File: src/rtl/edge_pkg.sv
// Shared constants and FSM encoding for the edge-detect UART return path.
package edge_pkg;

    localparam int CLK_FREQ_DFLT = 50_000_000;
    localparam int UART_BPS_DFLT = 9600;

    localparam logic [7:0] BLACK = 8'h00;
    localparam logic [7:0] WHITE = 8'hFF;

    typedef enum logic [1:0] {
        IDLE  = 2'd0,
        START = 2'd1,
        DATA  = 2'd2,
        STOP  = 2'd3
    } tx_state_e;

    function automatic int baud_cnt_max(input int clk_freq, input int bps);
        return clk_freq / bps;
    endfunction

endpackage

File: src/rtl/edge_tx_fifo.sv
// Synchronous show-ahead FIFO; a push while full is taken only when a pop
// happens in the same cycle.
module edge_tx_fifo
    import edge_pkg::*;
#(
    parameter  int DEPTH = 4,
    parameter  int WIDTH = 8,
    localparam int AW    = $clog2(DEPTH)
) (
    input  logic             clk,
    input  logic             rst_n,
    input  logic             push,
    input  logic             pop,
    input  logic [WIDTH-1:0] din,
    output logic [WIDTH-1:0] dout,
    output logic             full,
    output logic             empty,
    output logic [AW:0]      count
);

    localparam int CW = AW + 1;

    logic [WIDTH-1:0] mem_q [DEPTH];
    logic [AW-1:0]    wr_ptr_q, wr_ptr_d;
    logic [AW-1:0]    rd_ptr_q, rd_ptr_d;
    logic [CW-1:0]    count_q, count_d;
    logic             push_ok;
    logic             pop_ok;

    assign full  = (count_q == CW'(DEPTH));
    assign empty = (count_q == '0);
    assign dout  = mem_q[rd_ptr_q];
    assign count = count_q;

    always_comb begin
        pop_ok   = pop & ~empty;
        push_ok  = push & (~full | pop_ok);
        wr_ptr_d = wr_ptr_q + AW'(push_ok);
        rd_ptr_d = rd_ptr_q + AW'(pop_ok);
        count_d  = count_q + CW'(push_ok) - CW'(pop_ok);
    end

    always_ff @(posedge clk or negedge rst_n) begin
        if (!rst_n) begin
            wr_ptr_q <= '0;
            rd_ptr_q <= '0;
            count_q  <= '0;
        end else begin
            wr_ptr_q <= wr_ptr_d;
            rd_ptr_q <= rd_ptr_d;
            count_q  <= count_d;
        end
    end

    // Storage carries data only; validity is tracked by the pointers above.
    always_ff @(posedge clk) begin
        if (push_ok) begin
            mem_q[wr_ptr_q] <= din;
        end
    end

endmodule

File: src/rtl/edge_uart_tx.sv
// Buffers binarised Sobel pixels and serialises them as contiguous 8N1 UART
// frames; a sticky flag records any pixel lost to a full buffer.
module edge_uart_tx
    import edge_pkg::*;
#(
    parameter int CLK_FREQ   = CLK_FREQ_DFLT,
    parameter int UART_BPS   = UART_BPS_DFLT,
    parameter int FIFO_DEPTH = 4
) (
    input  logic       sys_clk,
    input  logic       sys_rst_n,
    input  logic [7:0] pi_data,
    input  logic       pi_flag,
    output logic       tx,
    output logic       tx_busy,
    output logic       overflow
);

    localparam int BAUD_CNT_MAX = baud_cnt_max(CLK_FREQ, UART_BPS);
    localparam int BAUD_W       = (BAUD_CNT_MAX > 1) ? $clog2(BAUD_CNT_MAX) : 1;
    localparam int CNT_W        = $clog2(FIFO_DEPTH) + 1;
    localparam logic [BAUD_W-1:0] BAUD_LAST = BAUD_W'(BAUD_CNT_MAX - 1);

    tx_state_e         state_q, state_d;
    logic [BAUD_W-1:0] baud_cnt_q, baud_cnt_d;
    logic [2:0]        bit_cnt_q, bit_cnt_d;
    logic [7:0]        shift_q, shift_d;
    logic              tx_q, tx_d;
    logic              tx_busy_q, tx_busy_d;
    logic              overflow_q, overflow_d;

    logic              fifo_pop;
    logic [7:0]        fifo_dout;
    logic              fifo_full;
    logic              fifo_empty;
    logic [CNT_W-1:0]  fifo_count;
    logic              bit_end;

    edge_tx_fifo #(
        .DEPTH (FIFO_DEPTH),
        .WIDTH (8)
    ) u_fifo (
        .clk   (sys_clk),
        .rst_n (sys_rst_n),
        .push  (pi_flag),
        .pop   (fifo_pop),
        .din   (pi_data),
        .dout  (fifo_dout),
        .full  (fifo_full),
        .empty (fifo_empty),
        .count (fifo_count)
    );

    assign bit_end = (baud_cnt_q == BAUD_LAST);

    always_comb begin
        state_d    = state_q;
        baud_cnt_d = baud_cnt_q + BAUD_W'(1);
        bit_cnt_d  = bit_cnt_q;
        shift_d    = shift_q;
        fifo_pop   = 1'b0;

        unique case (state_q)
            IDLE: begin
                baud_cnt_d = '0;
                if (!fifo_empty) begin
                    fifo_pop  = 1'b1;
                    shift_d   = fifo_dout;
                    bit_cnt_d = 3'd0;
                    state_d   = START;
                end
            end
            START: begin
                if (bit_end) begin
                    baud_cnt_d = '0;
                    state_d    = DATA;
                end
            end
            DATA: begin
                if (bit_end) begin
                    baud_cnt_d = '0;
                    shift_d    = shift_q >> 1;
                    if (bit_cnt_q == 3'd7) begin
                        state_d = STOP;
                    end else begin
                        bit_cnt_d = bit_cnt_q + 3'd1;
                    end
                end
            end
            STOP: begin
                if (bit_end) begin
                    baud_cnt_d = '0;
                    // Chain straight into the next start bit so frames stay contiguous.
                    if (!fifo_empty) begin
                        fifo_pop  = 1'b1;
                        shift_d   = fifo_dout;
                        bit_cnt_d = 3'd0;
                        state_d   = START;
                    end else begin
                        state_d = IDLE;
                    end
                end
            end
            default: begin
                baud_cnt_d = '0;
                state_d    = IDLE;
            end
        endcase
    end

    // Line level and busy are registered from current state, so both lag the FSM by one clock.
    always_comb begin
        tx_d = 1'b1;
        unique case (state_q)
            IDLE:    tx_d = 1'b1;
            START:   tx_d = 1'b0;
            DATA:    tx_d = shift_q[0];
            STOP:    tx_d = 1'b1;
            default: tx_d = 1'b1;
        endcase
        tx_busy_d  = (state_q != IDLE) | (fifo_count != '0);
        overflow_d = overflow_q | (pi_flag & fifo_full & ~fifo_pop);
    end

    always_ff @(posedge sys_clk or negedge sys_rst_n) begin
        if (!sys_rst_n) begin
            state_q    <= IDLE;
            baud_cnt_q <= '0;
            bit_cnt_q  <= 3'd0;
            tx_q       <= 1'b1;
            tx_busy_q  <= 1'b0;
            overflow_q <= 1'b0;
        end else begin
            state_q    <= state_d;
            baud_cnt_q <= baud_cnt_d;
            bit_cnt_q  <= bit_cnt_d;
            tx_q       <= tx_d;
            tx_busy_q  <= tx_busy_d;
            overflow_q <= overflow_d;
        end
    end

    always_ff @(posedge sys_clk) begin
        shift_q <= shift_d;
    end

    assign tx       = tx_q;
    assign tx_busy  = tx_busy_q;
    assign overflow = overflow_q;

endmodule

File: config.mk
export PLATFORM = sky130hd
export DESIGN_NAME = edge_uart_tx
export DESIGN_NICKNAME = d
export VERILOG_FILES = /design/src/rtl/edge_pkg.sv /design/src/rtl/edge_tx_fifo.sv /design/src/rtl/edge_uart_tx.sv
export SDC_FILE = /design/constraint.sdc
export NUM_CORES = 1
export LEC_CHECK = 0
export ABC_AREA = 0
export CORE_MARGIN = 10
export CORE_UTILIZATION = 55
export CTS_CLUSTER_DIAMETER = 30
export DETAILED_ROUTE_END_ITERATION = 10
export GPL_TIMING_DRIVEN = 0
export PLACE_DENSITY = 0.73
export SLEW_MARGIN = 20
export SYNTH_ARGS = -nofsm -noshare
export SYNTH_HDL_FRONTEND = slang
export SYNTH_HIERARCHICAL = 1
export SYNTH_SLANG_ARGS = --single-unit
File: constraint.sdc
create_clock -name sys_clk -period 4.25 [get_ports sys_clk]
set_clock_uncertainty 0.2 [all_clocks]
set_input_delay 0.6375 -clock sys_clk [delete_from_list [all_inputs] [get_ports sys_clk]]
set_output_delay 0.6375 -clock sys_clk [all_outputs]
set_load 0.05 [all_outputs]
==> reports/qor.tcl, run 1 <==
set qor(netSwitchingPower_mw) 0.4461
set qor(io_pins) 14
set qor(htree_num_levels) 3
set qor(postSynthNetCount) 244
set qor(dr_vias_cell) 5.399
set qor(cts_root_buf) {sky130_fd_sc_hd__clkbuf_8}
set qor(ys.warnings.count) 6
set qor(grt_max_degree) 29
set qor(post_synth_instance_area_um2) 3087
set qor(outcome) {finished, final reports clean}
set qor(setup_repair_after_global_routing_missed_its_margin) {no}
set qor(post_cts_buffers) 0
set qor(cell_internal_power_dissipation_mw) 1.189
set qor(synthFlopType) {sky130_fd_sc_hd__edfxtp_1}
set qor(synth_seq_cells) 68
set qor(power_leakage_nw) 1.367
set qor(path_max_fanout) 5
set qor(tritoncts.num_buffers) 9
set qor(worst_max_slew_margin_expressed_relative_to_the_limit_pct) 40.11
set qor(timing.critical_path.arrival_ns) 3.67
set qor(cts_tree) {built}
set qor(vdd_ir_drop_max_uv) 433.8
set qor(synthesis.area_per_instance_um2) 14.03
set qor(port_buffers) 13
set qor(via_count) 1744
set qor(count_of_max_cap_constraint_violations) 0
set qor(coreArea_um2) 5473
set qor(cts_hold_repair.buffers) 0
set qor(grt_overflow_total) 0
set qor(worst_pin_slew_ns) 0.8915
set qor(rows) 27
set qor(path_class) {reg2reg}
set qor(comb_power_share_pct) 13.9
set qor(setup_ws_final_ns) 0.6544
set qor(synth_sequential_area_ratio_pct) 61.65
set qor(routed_wire_length_per_instance_um) 15.30
set qor(dpl.hpwl_um) 3527
set qor(worst-r2r-setup-slack_ns) 0.65
set qor(clk_latency_ns) 0.35
set qor(dpl_worst_slack_ns) 0.4794
set qor(number_of_antenna_violations_at_the_first_check_in_global_routing) 0
set qor(finalWirelength_um) 4943
set qor(diodes) 0
set qor(drt.antenna.violating_nets) 0
set qor(initialDrtViolationCount) 84
set qor(worstSetupEndpointType) {flip-flop}
set qor(hold-worst-slack_ns) 0.08697
set qor(cp-start-kind) {flip-flop}
set qor(slew_violations) 0
set qor(setup.worst_path.start) {baud_cnt_q[0]}
set qor(power_share_of_the_clock_group_pct) 33.5
set qor(synth_edf_count) 40
set qor(totalNegativeSetupSlack_ns) 0
set qor(drtPass1Iterations) 4
set qor(final-setup-viol-count) 0
set qor(hp-class) {in2async}
set qor(finalHoldViolCount) 0
set qor(endpoint_of_the_worst_slack_reg_to_reg_timing_path) {u_fifo/count[2]}
set qor(drc_violations_left) 0
set qor(cts-root-to-sink-buffers) 2
set qor(die_area_um2) 9009
set qor(start_util_pct) 56.40
set qor(seq_power_share_pct) 52.6
set qor(crit_path_end) {u_fifo/count[2]}
set qor(sw_frac_of_total_pct) 27.28
set qor(reg2regPathDepth) 11
set qor(share_of_final_layout_standard_cells_stronger_than_drive_strength_1_pct) 18.73
set qor(fin_crit_ns) 3.596
set qor(grtUsageTotal_pct) 12.12
set qor(achievable-frequency_mhz) 278.1
set qor(required_ns) 4.32
set qor(cts_resized) 0
set qor(clock_sinks) 68
set qor(chipWidth_um) 94.92
set qor(final_net_count) 270
set qor(timing.rr.start) {baud_cnt_q[0]}
set qor(area_delta_synth_final_pct) 14.71
set qor(grt_pass1_wl_um) 8383
set qor(gp_congestion) 0.7735
set qor(clk_pin_slew_worst_paths_ns) 0.08
set qor(synthDistinctLibCells) 49
set qor(power.density_nw_per_um2) 461.7
set qor(fin_crit_sh_pct) 84.60
set qor(postSynthCellCount) 220
set qor(grt_pass1_vias) 1779
set qor(ys_async_sr_fraction_pct) 41.18
set qor(fp.dieH_um) 94.92
layout by cell type, fill, tap and decap left out, types with 3 or more instances in the layout:
cell                              Yosys  routed
sky130_fd_sc_hd__a22o_1               5       5
sky130_fd_sc_hd__nand2_1             12      12
sky130_fd_sc_hd__edfxtp_1            40      40
sky130_fd_sc_hd__clkbuf_1             3       3
sky130_fd_sc_hd__nor3_1               7       6
sky130_fd_sc_hd__buf_2                2       5
sky130_fd_sc_hd__mux2i_1              3       3
sky130_fd_sc_hd__o21ai_0              4       4
sky130_fd_sc_hd__clkdlybuf4s50_1      0      12
sky130_fd_sc_hd__nor4_1               3       3
sky130_fd_sc_hd__ha_1                12      12
sky130_fd_sc_hd__nor2b_1              3       3
sky130_fd_sc_hd__clkinv_4             0       3
sky130_fd_sc_hd__clkbuf_8             0       9
sky130_fd_sc_hd__nor2_1              20      20
sky130_fd_sc_hd__xnor2_1             12      12
sky130_fd_sc_hd__inv_1               11      11
sky130_fd_sc_hd__xor2_1               4       4
sky130_fd_sc_hd__nand4_1              3       3
sky130_fd_sc_hd__a211oi_1             3       3
sky130_fd_sc_hd__dfrtp_1             27      27
sky130_fd_sc_hd__nand3_1              3       3
sky130_fd_sc_hd__nor3_2               2       3
sky130_fd_sc_hd__mux4_2               8       8
sky130_fd_sc_hd__inv_6                0       3
routing by layer:
layer  routed length, µm  GRT usage, %  vias to the layer above
li1                    -             -                      868
met1                2342         15.35                      845
met2                2355         18.14                       18
met3                 139         3.727                       13
met4                 106         6.733                        0
met5                   0             0                        -
logic make-up after synthesis:
group                      count (synthesis)  synth area share [%]
xor gates and xnor gates                  16                 4.540
adders and majority gates                 13                 5.513
and+or+nand+nor                           70                 13.09
muxes                                     13                 7.661
buffers and inverters                     19                 2.635
DFF                                       68                 61.65
AOI/OAI and AO/OA                         21                 4.905
stage by stage:
step	utilization (%)	std cells	power (mW)	cell area [µm²]
global placement	60.43	305	1.075	3307
global route	64.70	323	1.713	3541
floorplan	-	220	1.018	3087
CTS	64.61	323	1.648	3536
detailed placement	60.84	307	1.105	3329
finish	64.70	323	1.635	3541
power by group through the flow:
stage	Combinational (mW)	Clock [mW]	Sequential, mW
after floorplan	0.161	0	0.857
after global placement	0.207	0	0.869
after detailed placement	0.231	0	0.874
after CTS	0.232	0.556	0.860
after global routing	0.256	0.589	0.868
final	0.228	0.548	0.859
critical path, cell delays in order (launching register included):
cell and delay [ns]:
sky130_fd_sc_hd__dfrtp_1 0.40, sky130_fd_sc_hd__ha_1 0.27, sky130_fd_sc_hd__or4bb_1 0.44, sky130_fd_sc_hd__nor3_2 0.32, sky130_fd_sc_hd__a21oi_1 0.16, sky130_fd_sc_hd__nor3_1 0.44
sky130_fd_sc_hd__o211ai_1 0.18, sky130_fd_sc_hd__o311a_1 0.16, sky130_fd_sc_hd__ha_1 0.20, sky130_fd_sc_hd__fa_1 0.39, sky130_fd_sc_hd__xnor2_1 0.21, sky130_fd_sc_hd__xnor2_1 0.14
worst min-delay path by stage:
stage | start | end | slack [ns] | cells past startpoint
after floorplan | sys_rst_n | baud_cnt_q[0] | 0.14 | 0
after global placement | baud_cnt_q[0] | baud_cnt_q[0] | 0.29 | 1
after detailed placement | baud_cnt_q[0] | baud_cnt_q[0] | 0.30 | 1
after CTS | sys_rst_n | baud_cnt_q[5] | 0.10 | 1
after global routing | sys_rst_n | baud_cnt_q[6] | 0.12 | 1
final | sys_rst_n | baud_cnt_q[8] | 0.09 | 1
flip-flops by register name, indices dropped and copies added, names as in the netlist:
register         flops
overflow             1
bit_cnt_q            3
shift_q              8
u_fifo/mem_q        32
tx_busy              1
u_fifo/wr_ptr_q      2
baud_cnt_q          13
tx                   1
u_fifo/count         3
u_fifo/rd_ptr_q      2
state_q              2
cells in the mapped netlist (all sizes together) (4+ instances only):
| master | number | share of area [%] |
|---|---|---|
| edfxtp | 40 | 39 |
| dfrtp | 27 | 22 |
| nor2 | 20 | 2.4 |
| ha | 12 | 4.9 |
| inv | 12 | 1.5 |
| nand2 | 12 | 1.5 |
| xnor2 | 12 | 3.4 |
| nor3 | 9 | 1.8 |
| mux4 | 8 | 5.8 |
| a22o | 5 | 1.4 |
| o21ai | 5 | 0.81 |
| buf | 4 | 0.81 |
| xor2 | 4 | 1.1 |
cell type report:
cell class,count,area (µm²)
fillers,424,1932
flip-flops and latches,68,1903
multi-input cells,133,1125
repair buffers,15,135.1
clock buffers,9,123.9
well taps,72,90.09
clock inverters,7,82.58
inverters,12,45.04
plain buffers,7,36.28
Power figures use the tool's default switching activity.
==> inputs of run 2 (changes only) <==
CORE_UTILIZATION = 54   (was 55)
PLACE_DENSITY = 0.74   (was 0.73)
clock period = 3.1 ns   (was 4.25 ns; I/O delays follow)
==> reports/qor.tcl, run 2 (synthesized netlist as in run 1, its figures left out) <==
set qor(worst_hold_path.num_cells) 2
set qor(number_of_antenna_violations_at_the_first_check_in_global_routing) 0
set qor(worstSetupEndpointType) {flip-flop}
set qor(power.density_nw_per_um2) 593.3
set qor(grtUsageTotal_pct) 13.07
set qor(hp-class) {reg2reg}
set qor(finish.utilization_pct) 65.92
set qor(via_count) 1846
set qor(tritoncts.num_buffers) 9
set qor(gp_congestion) 0.8421
set qor(final-setup-viol-count) 0
set qor(reg2regPathDepth) 11
set qor(chipWidth_um) 95.61
set qor(power_leakage_nw) 1.416
set qor(dpl.hpwl_um) 3456
set qor(clock_sinks) 68
set qor(kind_of_cell_with_the_highest_combined_delay_on_the_critical_path) {simple AND/OR/NAND/NOR gates}
set qor(flip_flop_count_of_the_largest_register_after_layout) 32
set qor(hold-worst-slack_ns) 0.3166
set qor(layout_common_cells) {sky130_fd_sc_hd__edfxtp_1, sky130_fd_sc_hd__dfrtp_1, sky130_fd_sc_hd__nor2_1}
set qor(coreArea_um2) 5540
set qor(grt_overflow_total) 0
set qor(layout.area.seq_um2) 1906
set qor(path_max_fanout) 5
set qor(clk_pin_slew_worst_paths_ns) 0.08
set qor(finalHoldViolCount) 0
set qor(required_ns) 3.12
set qor(placed_cell_area_um2) 3319
set qor(setup_repair_after_global_routing_missed_its_margin) {yes}
set qor(grt_pass1_vias) 1933
set qor(io_pins) 14
set qor(timing.critical_path.arrival_ns) 3.03
set qor(cts_root_buf) {sky130_fd_sc_hd__clkbuf_8}
set qor(area_delta_synth_final_pct) 18.32
set qor(cpMaxStageDelayCell) {sky130_fd_sc_hd__or4b_4}
set qor(die_area_um2) 9140
set qor(cts-root-to-sink-buffers) 2
set qor(drt.antenna.violating_nets) 0
set qor(drc_violations_left) 0
set qor(totalNegativeSetupSlack_ns) 0
set qor(reg_top3) {u_fifo/mem_q (32), baud_cnt_q (13), shift_q (8)}
set qor(initialDrtViolationCount) 84
set qor(clk_latency_ns) 0.34
set qor(grt_pass1_wl_um) 9239
set qor(share_of_final_layout_standard_cells_stronger_than_drive_strength_1_pct) 24.62
set qor(worst_pin_slew_ns) 0.9278
set qor(outcome) {finished, final reports clean}
set qor(start_util_pct) 55.71
set qor(crit_path_max_incr_delay_ns) 0.56
set qor(finalWirelength_um) 5276
set qor(cp-start-kind) {flip-flop}
set qor(worstPathCellList) {or4b_4 > nor3_4 > a21oi_2 > nor3_2 > buf_4 > o211ai_1 > o311a_1 > ha_2 > fa_2 > xnor2_2 > xnor2_1}
set qor(path_class) {reg2reg}
set qor(cts_tree) {built}
set qor(fp.dieH_um) 95.61
set qor(fin_crit_ns) 3.003
set qor(vdd_ir_drop_max_uv) 519.3
set qor(layout.cells.most_common) {sky130_fd_sc_hd__edfxtp_1}
set qor(n_fill_cell) 403
set qor(dr_vias_cell) 5.560
set qor(fin_crit_sh_pct) 96.87
set qor(finalInstanceArea_um2) 3652
set qor(port_buffers) 13
set qor(routed_wire_length_per_instance_um) 15.89
set qor(drtPass1Iterations) 5
set qor(registers.top_by_ff_count) {u_fifo/mem_q}
set qor(htree_num_levels) 3
set qor(worst_path_depth) 11
set qor(count_of_max_cap_constraint_violations) 0
set qor(worst_max_slew_margin_expressed_relative_to_the_limit_pct) 37.67
set qor(diodes) 0
set qor(achievable-frequency_mhz) 333.0
set qor(grt_max_degree) 29
set qor(rows) 27
set qor(cp_num_buf_inv) 1
set qor(setup_ws_final_ns) 0.09701
set qor(slew_violations) 0
set qor(multi_input_comb_area_um2) 1189
set qor(dpl_worst_slack_ns) -0.6264
set qor(final_net_count) 279
[run 2: cell count changes in the layout (fill, tap and decap cells not counted), sizes merged]
cell and change:
buf +8, clkinvlp +3, inv -2, bufinv -1, dlygate4sd3 +1
[run 2: metrics by stage]
stage | std cells | power, mW
2_1_floorplan | 220 | 1.405
3_3_place_gp | 305 | 1.484
3_5_place_dp | 305 | 1.503
4_1_cts | 328 | 2.174
5_1_grt | 332 | 2.287
6_report | 332 | 2.167
[run 2: cell type report]
cell class / count / area share, %
tap: 72 / 2.467
buffer: 7 / 0.9935
inverter: 12 / 1.233
sequential: 68 / 52.18
clock buffer: 9 / 3.392
multi-input combinational: 133 / 32.55
timing repair buffer: 24 / 5.755
clock inverter: 7 / 1.439
[run 2: routing by layer]
layer,part of all wire [%],routed length [µm],vias up,global-route usage [%]
met4,0.66,35,0,6.634
met5,0,0,-,0
met1,44,2347,930,15.73
li1,-,-,883,-
met2,51,2675,31,20.99
met3,4.1,218,2,3.692
[run 2: final timing paths]
kind                            slack [ns]     startpoint         endpoint
worst min register to register        0.32     shift_q[0]               tx
min in group asynchronous             0.47      sys_rst_n     bit_cnt_q[1]
worst min-delay path                  0.32     shift_q[0]               tx
worst max-delay path                   0.1  baud_cnt_q[8]  u_fifo/count[2]
max in group asynchronous             1.78      sys_rst_n    baud_cnt_q[8]
worst max register to register         0.1  baud_cnt_q[8]  u_fifo/count[2]
[run 2: worst min-delay path, stage by stage (launching register included)]
cell and delay, ns:
sky130_fd_sc_hd__edfxtp_1 0.36, sky130_fd_sc_hd__nand2_1 0.08, sky130_fd_sc_hd__a21oi_1 0.07
[run 2: where the power goes]
part           total, mW  switching (mW)  internal (mW)
logic              0.341           0.173          0.167
registers           1.19          0.0883           1.10
clock network      0.639           0.347          0.292
total               2.17           0.609           1.56
[run 2: what timing repair did]
item                                   in CTS  in global routing
setup buffers                               6                  4
setup endpoints to repair                  34                  1
endpoints found under the hold margin      27                  0
pin swaps                                   4                  8
hold buffers                                1                  0
resized for setup                           9                  6
==> inputs of run 3 (changes only) <==
PLACE_DENSITY = 0.84   (was 0.74)
==> reports/qor.tcl, run 3 (synthesized netlist as in run 1, its figures left out) <==
set qor(outcome) {finished, final reports clean}
set qor(die_area_um2) 9140
set qor(cts_tree) {built}
set qor(worstSetupEndpointType) {flip-flop}
set qor(area_delta_synth_final_pct) 19.38
set qor(layout.cells.most_common) {sky130_fd_sc_hd__edfxtp_1}
set qor(fin_crit_sh_pct) 97.15
set qor(final-setup-viol-count) 0
set qor(timing.rr.start) {baud_cnt_q[8]}
set qor(drtPass1Iterations) 4
set qor(endpoint_of_the_worst_slack_reg_to_reg_timing_path) {u_fifo/count[2]}
set qor(final_cells) 333
set qor(timing.critical_path.arrival_ns) 3.04
set qor(port_buffers) 13
set qor(clk_latency_ns) 0.34
set qor(share_of_final_layout_standard_cells_stronger_than_drive_strength_1_pct) 24.52
set qor(final_net_count) 280
set qor(fin_crit_ns) 3.012
set qor(routed_wire_length_per_instance_um) 16.58
set qor(holdCritStartpoint) {shift_q[0]}
set qor(diodes) 0
set qor(grt_overflow_total) 0
set qor(finish.utilization_pct) 66.51
set qor(achievable-frequency_mhz) 332.0
set qor(post-layout-total-power_mw) 2.288
set qor(number_of_antenna_violations_at_the_first_check_in_global_routing) 0
set qor(cp-start-kind) {flip-flop}
set qor(path_max_fanout) 5
set qor(rows) 27
set qor(crit_path_max_incr_delay_ns) 0.56
set qor(dr_wl_met3_um) 204
set qor(io_pins) 14
set qor(grtUsageTotal_pct) 13.39
set qor(cpMaxStageDelayCell) {sky130_fd_sc_hd__or4b_4}
set qor(cts_root_buf) {sky130_fd_sc_hd__clkbuf_8}
set qor(coreArea_um2) 5540
set qor(n_fill_cell) 398
set qor(finalInstanceArea_um2) 3685
set qor(setup_repair_after_global_routing_missed_its_margin) {yes}
set qor(count_of_max_cap_constraint_violations) 0
set qor(clock_sinks) 68
set qor(via_count) 1853
set qor(power_leakage_nw) 1.447
set qor(placed_cell_area_um2) 3324
set qor(top_layer_used) {met4}
set qor(kind_of_cell_with_the_highest_combined_delay_on_the_critical_path) {simple AND/OR/NAND/NOR gates}
set qor(reg_top3) {u_fifo/mem_q (32), baud_cnt_q (13), shift_q (8)}
set qor(gp_congestion) 0.8260
set qor(slew_violations) 0
set qor(wl_met1_um) 2404
set qor(worst-r2r-setup-slack_ns) 0.09
set qor(cts-root-to-sink-buffers) 2
set qor(finalWirelength_um) 5522
set qor(dr_wl_met2_um) 2844
set qor(registers.top_by_ff_count) {u_fifo/mem_q}
set qor(dp.cells) 305
set qor(drt.antenna.violating_nets) 0
set qor(dr_vias_cell) 5.565
set qor(path_class) {reg2reg}
set qor(drc_violations_left) 0
set qor(required_ns) 3.13
set qor(cp_num_buf_inv) 1
set qor(hp-class) {reg2reg}
set qor(tritoncts.num_buffers) 9
set qor(clk_pin_slew_worst_paths_ns) 0.09
set qor(vdd_ir_drop_max_uv) 459.4
set qor(worst_max_slew_margin_expressed_relative_to_the_limit_pct) 35.90
set qor(flip_flop_count_of_the_largest_register_after_layout) 32
set qor(worst_pin_slew_ns) 0.9541
set qor(reg2regPathDepth) 11
set qor(grt_pass1_wl_um) 9397
set qor(grt_pass1_vias) 1901
set qor(power.density_nw_per_um2) 621.0
set qor(initialDrtViolationCount) 134
set qor(worst_hold_path.num_cells) 2
set qor(finalHoldViolCount) 0
set qor(fp.dieH_um) 95.61
set qor(grt_max_degree) 29
set qor(chipWidth_um) 95.61
set qor(dpl.hpwl_um) 3530
set qor(worstPathCellList) {or4b_4 > nor3_4 > a21oi_2 > nor3_2 > buf_4 > o211ai_1 > o311a_1 > ha_2 > fa_2 > xnor2_2 > xnor2_1}
set qor(start_util_pct) 55.71
set qor(layout_common_cells) {sky130_fd_sc_hd__edfxtp_1, sky130_fd_sc_hd__dfrtp_1, sky130_fd_sc_hd__nor2_1}
set qor(worst_hold_path.endpoint) {tx}
set qor(htree_num_levels) 3
run 3: where the power goes:
group          leakage [nW]  internal, mW  switching (mW)
logic                 0.635         0.168           0.172
clock network         0.101         0.384           0.369
registers             0.711          1.10          0.0958
total                  1.45          1.65           0.637
run 3: cell type report:
cell class / count / area, µm² / share of cell area [%]
sequential: 68 / 1903 / 51.65
multi-input combinational: 133 / 1186 / 32.19
timing repair buffer: 25 / 217.7 / 5.908
clock buffer: 9 / 123.9 / 3.362
tap: 72 / 90.09 / 2.445
clock inverter: 7 / 81.33 / 2.207
inverter: 12 / 45.04 / 1.222
buffer: 7 / 37.54 / 1.019
run 3: repair_timing:
action                                 CTS  global route
setup endpoints to repair               34            26
setup buffers                            7             4
hold buffers                             1             0
endpoints found under the hold margin   27             0
pin swaps                                5             7
resized for setup                        8             5
run 3: stage by stage:
stage / worst slack (ns) / setup TNS, ns / hold slack [ns]
floorplan: 0.02518 / 0 / -0.03059
global placement: -0.6418 / -17.86 / 0.2720
detailed placement: -0.5430 / -12.73 / 0.2889
CTS: 0.007290 / 0 / 0.3086
global route: -0.01787 / -0.01787 / 0.3589
finish: 0.08838 / 0 / 0.3089
run 3: how the worst max path moves through the flow:
stage / start / to / depth (start not counted)
after floorplan: baud_cnt_q[0] / u_fifo/mem_q[3][0] / 7
after global placement: baud_cnt_q[0] / u_fifo/mem_q[3][4] / 7
after detailed placement: baud_cnt_q[0] / u_fifo/mem_q[1][4] / 7
after CTS: baud_cnt_q[7] / u_fifo/count[2] / 11
after global routing: baud_cnt_q[8] / u_fifo/count[2] / 11
final: baud_cnt_q[8] / u_fifo/count[2] / 11
run 3: tightest hold or removal path: cells and delay by family, from the launching register on:
kind / cells / cell delay [ns]
DFF: 1 / 0.36
and+or+nand+nor: 1 / 0.07
AOI/OAI and AO/OA: 1 / 0.07
run 3: per-layer routing:
metal	GRT usage, %	vias up
met5	0	-
met4	7.125	0
met3	3.692	8
met2	21.50	29
met1	16.07	933
li1	-	883
